===== src/rtl/post_scheduler.sv =====
// Post-processing sequencer for one MAC tile: fetches each channel's K/B/bias
// entry, then streams that channel's serializer rows through the channel mux.
module post_scheduler #(
    parameter int CHANNEL_N = 2,
    parameter int POY       = 3,
    parameter int OCH_MAX   = 64,
    parameter int ADDR_W    = $clog2(OCH_MAX)
) (
    input  logic                         clk,
    input  logic                         rst,
    input  logic                         mac_output_valid,
    input  logic [ADDR_W-1:0]            cfg_och_base,
    input  logic                         post_ready,
    output logic                         busy,
    output logic [$clog2(CHANNEL_N)-1:0] mux_sel,
    output logic [$clog2(POY)-1:0]       row_idx,
    output logic                         post_valid,
    output logic                         param_rd_en,
    output logic [ADDR_W-1:0]            param_rd_addr,
    output logic                         tile_done,
    output logic                         err_overrun,
    output logic [1:0]                   state_dbg
);

    localparam int SEL_W = $clog2(CHANNEL_N);
    localparam int ROW_W = $clog2(POY);
    localparam logic [ROW_W-1:0] ROW_LAST = ROW_W'(POY - 1);
    localparam logic [SEL_W-1:0] CH_LAST  = SEL_W'(CHANNEL_N - 1);

    typedef enum logic [1:0] {
        IDLE   = 2'd0,
        FETCH  = 2'd1,
        STREAM = 2'd2,
        DONE   = 2'd3
    } state_t;

    state_t             state;
    logic [ADDR_W-1:0]  base;
    logic [SEL_W-1:0]   ch;
    logic [ROW_W-1:0]   row;
    logic               start_ok;
    logic               beat_done;

    // Handshake: a beat transfers on a rising edge where post_valid && post_ready;
    // while post_ready is low the beat (mux_sel, row_idx, post_valid) holds unchanged.
    assign start_ok  = mac_output_valid && ((state == IDLE) || (state == DONE));
    assign beat_done = post_valid && post_ready;
    assign state_dbg = state;

    always_ff @(posedge clk or negedge rst) begin
        if (!rst) begin
            state         <= IDLE;
            base          <= '0;
            ch            <= '0;
            row           <= '0;
            busy          <= 1'b0;
            mux_sel       <= '0;
            row_idx       <= '0;
            post_valid    <= 1'b0;
            param_rd_en   <= 1'b0;
            param_rd_addr <= '0;
            tile_done     <= 1'b0;
            err_overrun   <= 1'b0;
        end else begin
            tile_done   <= 1'b0;
            param_rd_en <= 1'b0;
            // A start pulse mid-tile is dropped but remembered until reset.
            if (mac_output_valid && ((state == FETCH) || (state == STREAM)))
                err_overrun <= 1'b1;
            case (state)
                IDLE, DONE: begin
                    if (start_ok) begin
                        state         <= FETCH;
                        base          <= cfg_och_base;
                        ch            <= '0;
                        row           <= '0;
                        busy          <= 1'b1;
                        param_rd_en   <= 1'b1;
                        param_rd_addr <= cfg_och_base;
                    end else begin
                        state <= IDLE;
                        busy  <= 1'b0;
                    end
                end
                FETCH: begin
                    state      <= STREAM;
                    post_valid <= 1'b1;
                    mux_sel    <= ch;
                    row_idx    <= row;
                end
                STREAM: begin
                    if (beat_done) begin
                        if (row != ROW_LAST) begin
                            row     <= row + 1'b1;
                            row_idx <= row + 1'b1;
                        end else if (ch != CH_LAST) begin
                            state         <= FETCH;
                            row           <= '0;
                            ch            <= ch + 1'b1;
                            post_valid    <= 1'b0;
                            param_rd_en   <= 1'b1;
                            param_rd_addr <= base + ADDR_W'(ch) + 1'b1;
                        end else begin
                            state      <= DONE;
                            post_valid <= 1'b0;
                            busy       <= 1'b0;
                            tile_done  <= 1'b1;
                        end
                    end
                end
                default: state <= IDLE;
            endcase
        end
    end

endmodule


===== config.mk =====
export PLATFORM = sky130hd
export DESIGN_NAME = post_scheduler
export DESIGN_NICKNAME = d
export VERILOG_FILES = /design/src/rtl/post_scheduler.sv
export SDC_FILE = /design/constraint.sdc
export NUM_CORES = 1
export LEC_CHECK = 0
export BUFFER_PORTS_ARGS = -buffer_cell sky130_fd_sc_hd__buf_4
export CORE_UTILIZATION = 39
export CTS_CLUSTER_SIZE = 40
export DETAILED_ROUTE_END_ITERATION = 10
export GPL_ROUTABILITY_DRIVEN = 1
export PLACE_DENSITY = 0.63
export SYNTH_ARGS = -nofsm -noshare
export SYNTH_HDL_FRONTEND = slang
export SYNTH_SLANG_ARGS = --single-unit

===== constraint.sdc =====
create_clock -name clk -period 5 [get_ports clk]
set_input_delay 0.25 -clock clk [delete_from_list [all_inputs] [get_ports clk]]
set_output_delay 0.25 -clock clk [all_outputs]
set_load 0.005 [all_outputs]

After elaboration in Yosys (flattened, before gate mapping). Cells that the tools add are included.

Equal/unequal tests: 11. Bitwise operators: 0. $lt $le $gt $ge: 0. $mul: 0. $add $sub $neg: 4. Reduce and logical (&&, ||, !) cells: 17. Mux-type cells: 39. Div/mod/pow operators: 0. Shifts and indexed selects: 0.

Operators by type and width (number): $mux 6 (4); $mux 1 (18); $mux 2 (9); $ne 2x2->1 const B (6); $pmux 6 s2 (1); $reduce_and 4->1 (3); $pmux 1 s2 (4); $pmux 2 s2 (2); $add 6x1->6 (1); $add 6x1->6 const B (1); $pmux 2 s3 (1); $reduce_and 3->1 (2); $reduce_and 5->1 (1); $eq 2x2->1 const B (2); $reduce_and 2->1 (2); $reduce_bool 2->1 (2); $logic_and 1x1->1 (3); $ne 3x2->1 const B (1); $add 2x1->2 const B (1); $eq 2x1->1 const B (1); $logic_not 2->1 (1); $logic_or 1x1->1 (2); $ne 2x1->1 const B (1); $reduce_or 2->1 (1); $add 1x1->1 const B (1).

Logic and storage cells: 83. Input port bits: 10. Bits in read-only memories: 0. Output and inout port bits: 16. Register bits: 25. Memory bits (writable): 0. Bits in latches: 0. Memories: 0.

Longest topological paths before layout. Gate-level depths: netlist of run 1.

Depth in word-level cells: 6. Mapped depth: 8. Mapped depth without buffers: 8.

Least setup slack after synthesis of run 1. Ideal clock, no wire load.

Path kind: reg2reg. From: register state[0], in the netlist state_dbg[0]. To: register param_rd_addr[2]. Arrival time: 1.579 ns. Slack: 3.301 ns. Required time: 4.879 ns. Setup time: 0.121 ns. Buffers on the path: 1. Stages on the path, launching flop included: 8. Clock period less this slack: 1.699 ns. Cells stage by stage: dfrtp_1 > inv_1 > ha_1 > and2b_1 > a221o_1 > buf_6 > nand2_1 > o21ai_2.

Longest elaborated chain between the ends: 5. Elaborated cells on any way between the ends: 13. Classes of those cells: 6 x eq/ne; 1 x mux; 6 x reduce/logical.

RTL lines: from (decl) (line 37) `state_t state;`; from (signal assigned) (line 52) `state <= IDLE;`; from (signal assigned) (line 73) `state <= FETCH;`; from (signal assigned) (line 81) `state <= IDLE;`; $eq 2x2->1 or $logic_not 2->1 (tied branches) (line 46, 70); $logic_or 1x1->1 (line 46) `assign start_ok = mac_output_valid && ((state == IDLE) || (state == DONE));`; $logic_and 1x1->1 (line 46); $ne 2x2->1 (no source line); $reduce_and 5->1 (no source line); to (signal assigned) (line 79) `param_rd_addr <= cfg_och_base;`; to (signal assigned) (line 102) `param_rd_addr <= base + ADDR_W'(ch) + 1'b1;`; to (decl) (line 19) `output logic [ADDR_W-1:0] param_rd_addr,`.

Parallel ways exist; a longest one is shown, timed or not. A chain may end at the register's enable or synchronous reset.

Final worst setup path of run 1.
From: register state[0], in the netlist state_dbg[0]. To: register param_rd_addr[5].

Same word-level chain as after synthesis.

==> tab_implementation.tex, run 1 <==
\begin{tabular}{lr}
\hline
Metric & Value \\
\hline
\multicolumn{2}{l}{\textbf{Clocking}} \\
Latest clock arrival within the worst-skew pair & 310 ps \\
Maximum level of the CTS H-tree & 1 \\
CTS tree & yes \\
CTS sink cnt & 25 \\
Worst-path clk slew & 140 ps \\
CTS max path bufs & 2 \\
Post-CTS Resized & 0 \\
Root buf cell & sky130\_fd\_sc\_hd\_\_clkbuf\_4 \\
Number of clock buffers inserted by TritonCTS & 3 \\
\multicolumn{2}{l}{\textbf{Timing}} \\
Period Utilization, post-route & 0.496 \\
Post-Route Skew & 8.23 ps \\
Final Max Slew Viols & 0 \\
Time the worst path needs with I/O delays and setup & 2480 ps \\
Post-route worst setup slack & 2520 ps \\
Maximum clock rate & 403 MHz \\
Worst slew pin tran & 1050 ps \\
Hold violation total from the final report & 0 \\
Summed negative setup slack over all endpoints & 0 ps \\
Max\_slew headroom & 0.301 \\
RSZ-0062 raised after global routing & no \\
Finish-stage setup viols & 0 \\
\multicolumn{2}{l}{\textbf{Global route}} \\
Overflow left after global routing & 0 \\
Wire length of the first global-routing pass & 4120 um \\
GRT Util Overall & 0.154 \\
Number of antenna violations at the first check in global routing & 0 \\
Largest net degree at the start of global routing & 30 \\
Vias in the first global route & 947 \\
\multicolumn{2}{l}{\textbf{Pwr}} \\
Clock share of power & 0.110 \\
Power Dens Cells & 504 mW/mm2 \\
Net switching share of the total power & 0.375 \\
Gate power share & 0.480 \\
Register share of total power & 0.410 \\
Leakage dissipation & 0.733 nW \\
Maximum vdd drop & 0.196 mV \\
Switching pwr & 0.000298 W \\
Post-layout total power & 0.000796 W \\
Internal power of the cells & 0.000497 W \\
\multicolumn{2}{l}{\textbf{Critical path}} \\
Kind of end point of the critical path & flop \\
Top cell family by delay on the critical path & compound AO/OA/AOI/OAI gates \\
Biggest fanout along the worst timing path & 29 \\
Highest-delay cell along the critical path & sky130\_fd\_sc\_hd\_\_ha\_1 \\
Beginning of the worst register-to-register path & state\_dbg[0] \\
Critical path depth in cells & 6 \\
Cell breakdown of the critical path & inv\_1 -> ha\_1 -> nand3b\_1 -> a221o\_1 -> a311oi\_2 -> a21o\_1 \\
Reg2reg end & param\_rd\_addr[5] \\
Data arrival time of the critical path & 2740 ps \\
Capturing instance or port of the critical path & param\_rd\_addr[5] \\
Required time of the worst setup path & 5270 ps \\
Launching element type of the critical path & flop \\
R2R cell count & 6 \\
Slack of the worst reg-to-reg path & 2520 ps \\
Type of the worst setup path & flop to flop \\
Count of buffering cells on the critical path with inverters included & 1 \\
Launch point of the worst path & state\_dbg[0] \\
CP peak stage delay & 850 ps \\
\multicolumn{2}{l}{\textbf{Die}} \\
Die width & 60.3 um \\
Core box area & 0.00313 mm2 \\
Starting Density & 0.424 \\
Die height & 60.3 um \\
Die ar. & 0.00364 mm2 \\
Placement row count & 20 \\
Top-Level Pins & 26 \\
\multicolumn{2}{l}{\textbf{Min path}} \\
Classification of the worst-slack hold path & input pin to flop \\
Start point of the worst min-delay path & cfg\_och\_base[4] \\
\multicolumn{2}{l}{\textbf{Synth}} \\
Number of cells produced by synthesis & 123 \\
Compound-cell area share of the yosys netlist & 0.140 \\
Synthesized area & 0.00133 mm2 \\
Prevailing post-synth register cell & sky130\_fd\_sc\_hd\_\_dfrtp\_1 \\
Count of flip-flops with a built-in enable after synthesis & 0 \\
Syn nets & 141 \\
FF+latch count, synth & 25 \\
Xor-xnor portion of the synthesized cell area & 0.0264 \\
Synth Area in Adders & 0.0755 \\
Simple-gate area share of the yosys netlist & 0.126 \\
Count of yosys warnings during synthesis & 0 \\
Fraction of registers with async set or reset after synthesis & 1.00 \\
Portion of netlist area occupied by mux cells & 0.114 \\
Sequential cell area fraction in the yosys report & 0.472 \\
Number of unique standard cell types used by synthesis & 34 \\
Largest family of logic cells by synthesized area & compound AO/OA/AOI/OAI gates \\
Mean area per synthesized cell & 10.8 um2 \\
\multicolumn{2}{l}{\textbf{Routing}} \\
Total DRC errors in the routed layout & 0 \\
Final wirelength & 2380 um \\
Average detailed-routed wire length per instance & 12.3 um \\
Antenna viol nets, final & 0 \\
Vias & 979 \\
Number of design-rule violations left by the first detailed-router iteration & 10 \\
Total iterations of the first detailed-routing run & 4 \\
Ratio of routed vias to standard cells & 5.07 \\
\multicolumn{2}{l}{\textbf{Cells and area}} \\
Area of combinational cells with multiple inputs & 639 um2 \\
Final \#Nets & 168 \\
Layout-stage area growth over the synthesis result & 19.1\% \\
Final-layout fill cell count & 296 \\
Final design utilization & 0.505 \\
Footprint of the flip-flops and latches & 626 um2 \\
Non-filler cells in the finished layout & 193 \\
Number of antenna diodes & 0 \\
Share of post-route cells with drive strength above 1 & 0.309 \\
\multicolumn{2}{l}{\textbf{Placement}} \\
Number of placed instances, taps included & 188 \\
Last weighted congestion value of the routability-driven placer & 0.733 \\
Half-perimeter wire length of the detailed placement result & 1780 um \\
Worst slack, placed & 2500 ps \\
Port-buffer cells & 25 \\
\multicolumn{2}{l}{\textbf{Outcome}} \\
Run status & completed \\
\multicolumn{2}{l}{\textbf{Flow run}} \\
Max-capacitance violation count & 0 \\
\hline
\end{tabular}
[placed cells by master (no fill, tap or decap), drive strengths merged, types with 2 or more instances in the layout]
cell type  count
and3           2
clkbuf         3
o21ai         10
mux2           9
dfrtp         25
nor2           4
buf           25
nand2         17
o221ai         2
inv            9
a21oi          3
nand3b         2
nand4          2
xnor2          3
ha             8
mux2i          5
a211oi         2
a21o           2
nand3          4
[cell families (layout without fill, tap and decap cells)]
kind of cell | count (synthesis) | after routing
mux | 14 | 14
flops | 25 | 25
xor+xnor | 4 | 4
fa+ha+maj | 8 | 8
buf+inv | 13 | 39
compound gates | 24 | 24
simple gates | 35 | 35
[cells in the mapped netlist, types with 2 or more instances]
cell | n | area share
sky130_fd_sc_hd__a21o_1 | 2 | 0.011
sky130_fd_sc_hd__a21oi_1 | 3 | 0.011
sky130_fd_sc_hd__and3_1 | 2 | 0.0094
sky130_fd_sc_hd__dfrtp_1 | 25 | 0.47
sky130_fd_sc_hd__ha_1 | 8 | 0.075
sky130_fd_sc_hd__inv_1 | 9 | 0.025
sky130_fd_sc_hd__mux2_2 | 9 | 0.076
sky130_fd_sc_hd__mux2i_1 | 5 | 0.038
sky130_fd_sc_hd__nand2_1 | 17 | 0.048
sky130_fd_sc_hd__nand3_1 | 4 | 0.015
sky130_fd_sc_hd__nand4_1 | 2 | 0.0094
sky130_fd_sc_hd__nor2_1 | 4 | 0.011
sky130_fd_sc_hd__o21ai_0 | 5 | 0.019
sky130_fd_sc_hd__o21ai_2 | 5 | 0.033
sky130_fd_sc_hd__o221ai_1 | 2 | 0.013
sky130_fd_sc_hd__xnor2_1 | 3 | 0.020
[sequential cells by signal (all words and copies together) (netlist names)]
register / cells
param_rd_en: 1
row: 2
tile_done: 1
err_overrun: 1
ch: 1
row_idx: 2
base: 6
post_valid: 1
state_dbg: 2
param_rd_addr: 6
busy: 1
mux_sel: 1
[final cells by class]
| class | instances | share of cell area |
|---|---|---|
| clock buffers | 3 | 0.0143 |
| multi-input cells | 85 | 0.405 |
| flip-flops and latches | 25 | 0.396 |
| inverters | 9 | 0.0214 |
| repair buffers | 26 | 0.125 |
| well taps | 44 | 0.0349 |
| clock inverters | 1 | 0.00317 |
[per-layer routing]
metal,up-vias,track usage,share of wire
li1,482,-,-
met1,473,0.202,0.45
met2,20,0.253,0.49
met3,4,0.0216,0.041
met4,0,0.0664,0.011
met5,-,0,0
[metrics by stage]
stage | cell area (um2) | hold WS [ps]
after floorplan | 1330 | -45.6
after global placement | 1540 | 174
after detailed placement | 1540 | 171
after CTS | 1580 | 147
after global routing | 1580 | 145
final | 1580 | 166
[worst min-delay path by stage]
stage | endpoint | depth (start not counted) | slack [ps]
floorplan | base[0] | 0 | -50
global placement | state_dbg[1] | 1 | 170
detailed placement | mux_sel | 1 | 170
CTS | base[4] | 2 | 150
global route | base[2] | 2 | 150
finish | base[4] | 2 | 170
[repair_timing]
item	CTS	global route
hold endpoints to repair	25	0
buffers inserted	0	0
hold buffers	1	0
[power by group through the flow]
stage	registers [W]	logic [W]	clock network, W
2_1_floorplan	0.000326	0.000279	0
3_3_place_gp	0.000328	0.000378	0
3_5_place_dp	0.000332	0.000386	0
4_1_cts	0.000327	0.000388	0.0000962
5_1_grt	0.000336	0.000431	0.000103
6_report	0.000327	0.000382	0.0000875
Power figures use the tool's default switching activity.
==> inputs of run 2 (changes only) <==
- PLACE_DENSITY: 0.63 -> 0.65
- clock period: 5 -> 2.1 ns (I/O delays scaled with it)
==> tab_implementation.tex, run 2 (synthesis results as in run 1) <==
\begin{tabular}{lr}
\hline
Metric & Value \\
\hline
\multicolumn{2}{l}{\textbf{Min path}} \\
Classification of the worst-slack hold path & input pin to flop \\
\multicolumn{2}{l}{\textbf{Critical path}} \\
Kind of end point of the critical path & flop \\
Biggest fanout along the worst timing path & 12 (-59\%) \\
Capturing instance or port of the critical path & param\_rd\_addr[5] \\
Beginning of the worst register-to-register path & state\_dbg[0] \\
Slack of the worst reg-to-reg path & 150 ps (-2370 ps) \\
Type of the worst setup path & flop to flop \\
Launch point of the worst path & state\_dbg[0] \\
Reg2reg end & param\_rd\_addr[5] \\
Data arrival time of the critical path & 2220 ps (-520 ps) \\
Launching element type of the critical path & flop \\
R2R cell count & 6 (unchanged) \\
Required time of the worst setup path & 2370 ps (-2900 ps) \\
\multicolumn{2}{l}{\textbf{Placement}} \\
Half-perimeter wire length of the detailed placement result & 1880 um (+5.6\%) \\
Port-buffer cells & 25 (unchanged) \\
Last weighted congestion value of the routability-driven placer & 0.761 (+3.8\%) \\
\multicolumn{2}{l}{\textbf{Clocking}} \\
Maximum level of the CTS H-tree & 1 (unchanged) \\
CTS sink cnt & 25 (unchanged) \\
Root buf cell & sky130\_fd\_sc\_hd\_\_clkbuf\_4 \\
Buffers inserted by post-CTS timing repair & 0 (unchanged) \\
Worst-path clk slew & 130 ps (about the same) \\
Latest clock arrival within the worst-skew pair & 310 ps (about the same) \\
CTS tree & yes \\
Number of clock buffers inserted by TritonCTS & 3 (unchanged) \\
CTS max path bufs & 2 (unchanged) \\
\multicolumn{2}{l}{\textbf{Cells and area}} \\
Layout-stage area growth over the synthesis result & 20.9\% \\
Final \#Nets & 171 (+1.8\%) \\
Most frequent standard cell in the layout excluding fill and tap cells & sky130\_fd\_sc\_hd\_\_buf\_4 \\
Largest registers & base: 6 flops, param\_rd\_addr: 6 flops \\
Share of post-route cells with drive strength above 1 & 0.316 (+0.00706) \\
Number of antenna diodes & 0 (unchanged) \\
Most used cells in the layout excluding fill and tap cells & 27 x sky130\_fd\_sc\_hd\_\_buf\_4, 25 x sky130\_fd\_sc\_hd\_\_dfrtp\_1, 17 x sky130\_fd\_sc\_hd\_\_nand2\_1 \\
\multicolumn{2}{l}{\textbf{Routing}} \\
Average detailed-routed wire length per instance & 12.6 um (+2.7\%) \\
Max Used Layer & met4 \\
Final wirelength & 2480 um (+4.3\%) \\
Number of design-rule violations left by the first detailed-router iteration & 28 (+18) \\
Metal-1 WL & 1140 um (+5.8\%) \\
Routed length on met2 & 1230 um (+5.3\%) \\
Total iterations of the first detailed-routing run & 4 (unchanged) \\
Ratio of routed vias to standard cells & 5.03 (-0.83\%) \\
Sum of met3 wire segment lengths after detailed routing & 73 um (-25\%) \\
Total DRC errors in the routed layout & 0 (unchanged) \\
Vias & 986 (+0.72\%) \\
Antenna viol nets, final & 0 (unchanged) \\
\multicolumn{2}{l}{\textbf{Die}} \\
Core box area & 0.00313 mm2 (unchanged) \\
Die ar. & 0.00364 mm2 (unchanged) \\
Placement row count & 20 (unchanged) \\
Top-Level Pins & 26 (unchanged) \\
Die width & 60.3 um (unchanged) \\
Starting Density & 0.424 (unchanged) \\
Die height & 60.3 um (unchanged) \\
\multicolumn{2}{l}{\textbf{Pwr}} \\
Leakage dissipation & 0.746 nW (+1.7\%) \\
Maximum vdd drop & 0.565 mV (+190\%) \\
Power Dens Cells & 1200 mW/mm2 (+140\%) \\
\multicolumn{2}{l}{\textbf{Timing}} \\
Hold WS & 17.6 ps (-149 ps) \\
Maximum clock rate & 512 MHz (+27\%) \\
Final Max Slew Viols & 0 (unchanged) \\
Finish-stage setup viols & 0 (unchanged) \\
Period Utilization, post-route & 0.930 (+0.434) \\
RSZ-0062 raised after global routing & no \\
Time the worst path needs with I/O delays and setup & 1950 ps (-526 ps) \\
Max\_slew headroom & 0.767 (+0.466) \\
Post-Route Skew & 1.21 ps (-7.02 ps) \\
Worst slew pin tran & 348 ps (-700 ps) \\
Hold violation total from the final report & 0 (unchanged) \\
Summed negative setup slack over all endpoints & 0 ps (unchanged) \\
\multicolumn{2}{l}{\textbf{Global route}} \\
Wire length of the first global-routing pass & 4260 um (+3.5\%) \\
Overflow left after global routing & 0 (unchanged) \\
Largest net degree at the start of global routing & 26 (-13\%) \\
Number of antenna violations at the first check in global routing & 0 (unchanged) \\
GRT Util Overall & 0.161 (+0.00672) \\
Vias in the first global route & 937 (-1.1\%) \\
\multicolumn{2}{l}{\textbf{Flow run}} \\
Max-capacitance violation count & 0 (unchanged) \\
\multicolumn{2}{l}{\textbf{Outcome}} \\
Run status & completed \\
\hline
\end{tabular}
run 2: cell count changes in the layout (fill, tap and decap cells not counted):
cell and delta:
sky130_fd_sc_hd__buf_4 +2, sky130_fd_sc_hd__dlygate4sd3_1 +1, sky130_fd_sc_hd__a221o_1 -1, sky130_fd_sc_hd__clkbuf_1 +1, sky130_fd_sc_hd__clkinv_2 -1, sky130_fd_sc_hd__a221o_2 +1
run 2: stage by stage:
step | util | power (W) | cell area, um2 | std cells | setup slack (ps)
floorplan | - | 0.00144 | 1330 | 123 | 401
global placement | 0.498 | 0.00170 | 1560 | 190 | 188
detailed placement | 0.498 | 0.00172 | 1560 | 190 | 92.3
CTS | 0.509 | 0.00194 | 1590 | 195 | 59.0
global route | 0.513 | 0.00211 | 1600 | 196 | 5.00
finish | 0.513 | 0.00192 | 1600 | 196 | 148
run 2: worst min-delay path by stage:
stage	depth (start not counted)	to	startpoint	slack, ps
detailed placement	1	busy	rst	30
global route	2	base[4]	cfg_och_base[4]	4
CTS	2	err_overrun	mac_output_valid	4
finish	2	err_overrun	mac_output_valid	20
floorplan	0	base[0]	rst	-190
global placement	1	mux_sel	rst	30
run 2: layer usage:
metal,GRT usage,vias up
met5,0,-
met4,0.0698,0
met3,0.0195,4
met2,0.262,24
met1,0.214,468
li1,-,490
run 2: report_power, final:
group	leakage, nW	total (W)	switching, W	internal, W
logic	0.422	0.000928	0.000455	0.000474
registers	0.309	0.000779	0.000128	0.000651
clock network	0.0150	0.000213	0.000139	0.0000743
run 2: layout make-up:
| type | instances | area (um2) |
|---|---|---|
| timing repair buffer | 29 | 223 |
| tap | 44 | 55.1 |
| clock buffer | 4 | 26.3 |
| multi-input combinational | 85 | 641 |
| fill | 292 | 1520 |
| sequential | 25 | 626 |
| inverter | 9 | 33.8 |
run 2: repair_timing:
item                                    4_1_cts  5_1_grt
hold buffers                                  1        1
resized for setup                             0        1
endpoints found under the hold margin        25        1
endpoints found under the setup margin        0        3
run 2: critical path, stage by stage, from the launching register on:
cell                       delay [ps]
sky130_fd_sc_hd__dfrtp_1          450
sky130_fd_sc_hd__inv_1             60
sky130_fd_sc_hd__ha_1             370
sky130_fd_sc_hd__and2b_1          230
sky130_fd_sc_hd__a221o_2          450
sky130_fd_sc_hd__a311oi_2         230
sky130_fd_sc_hd__a21o_1           100
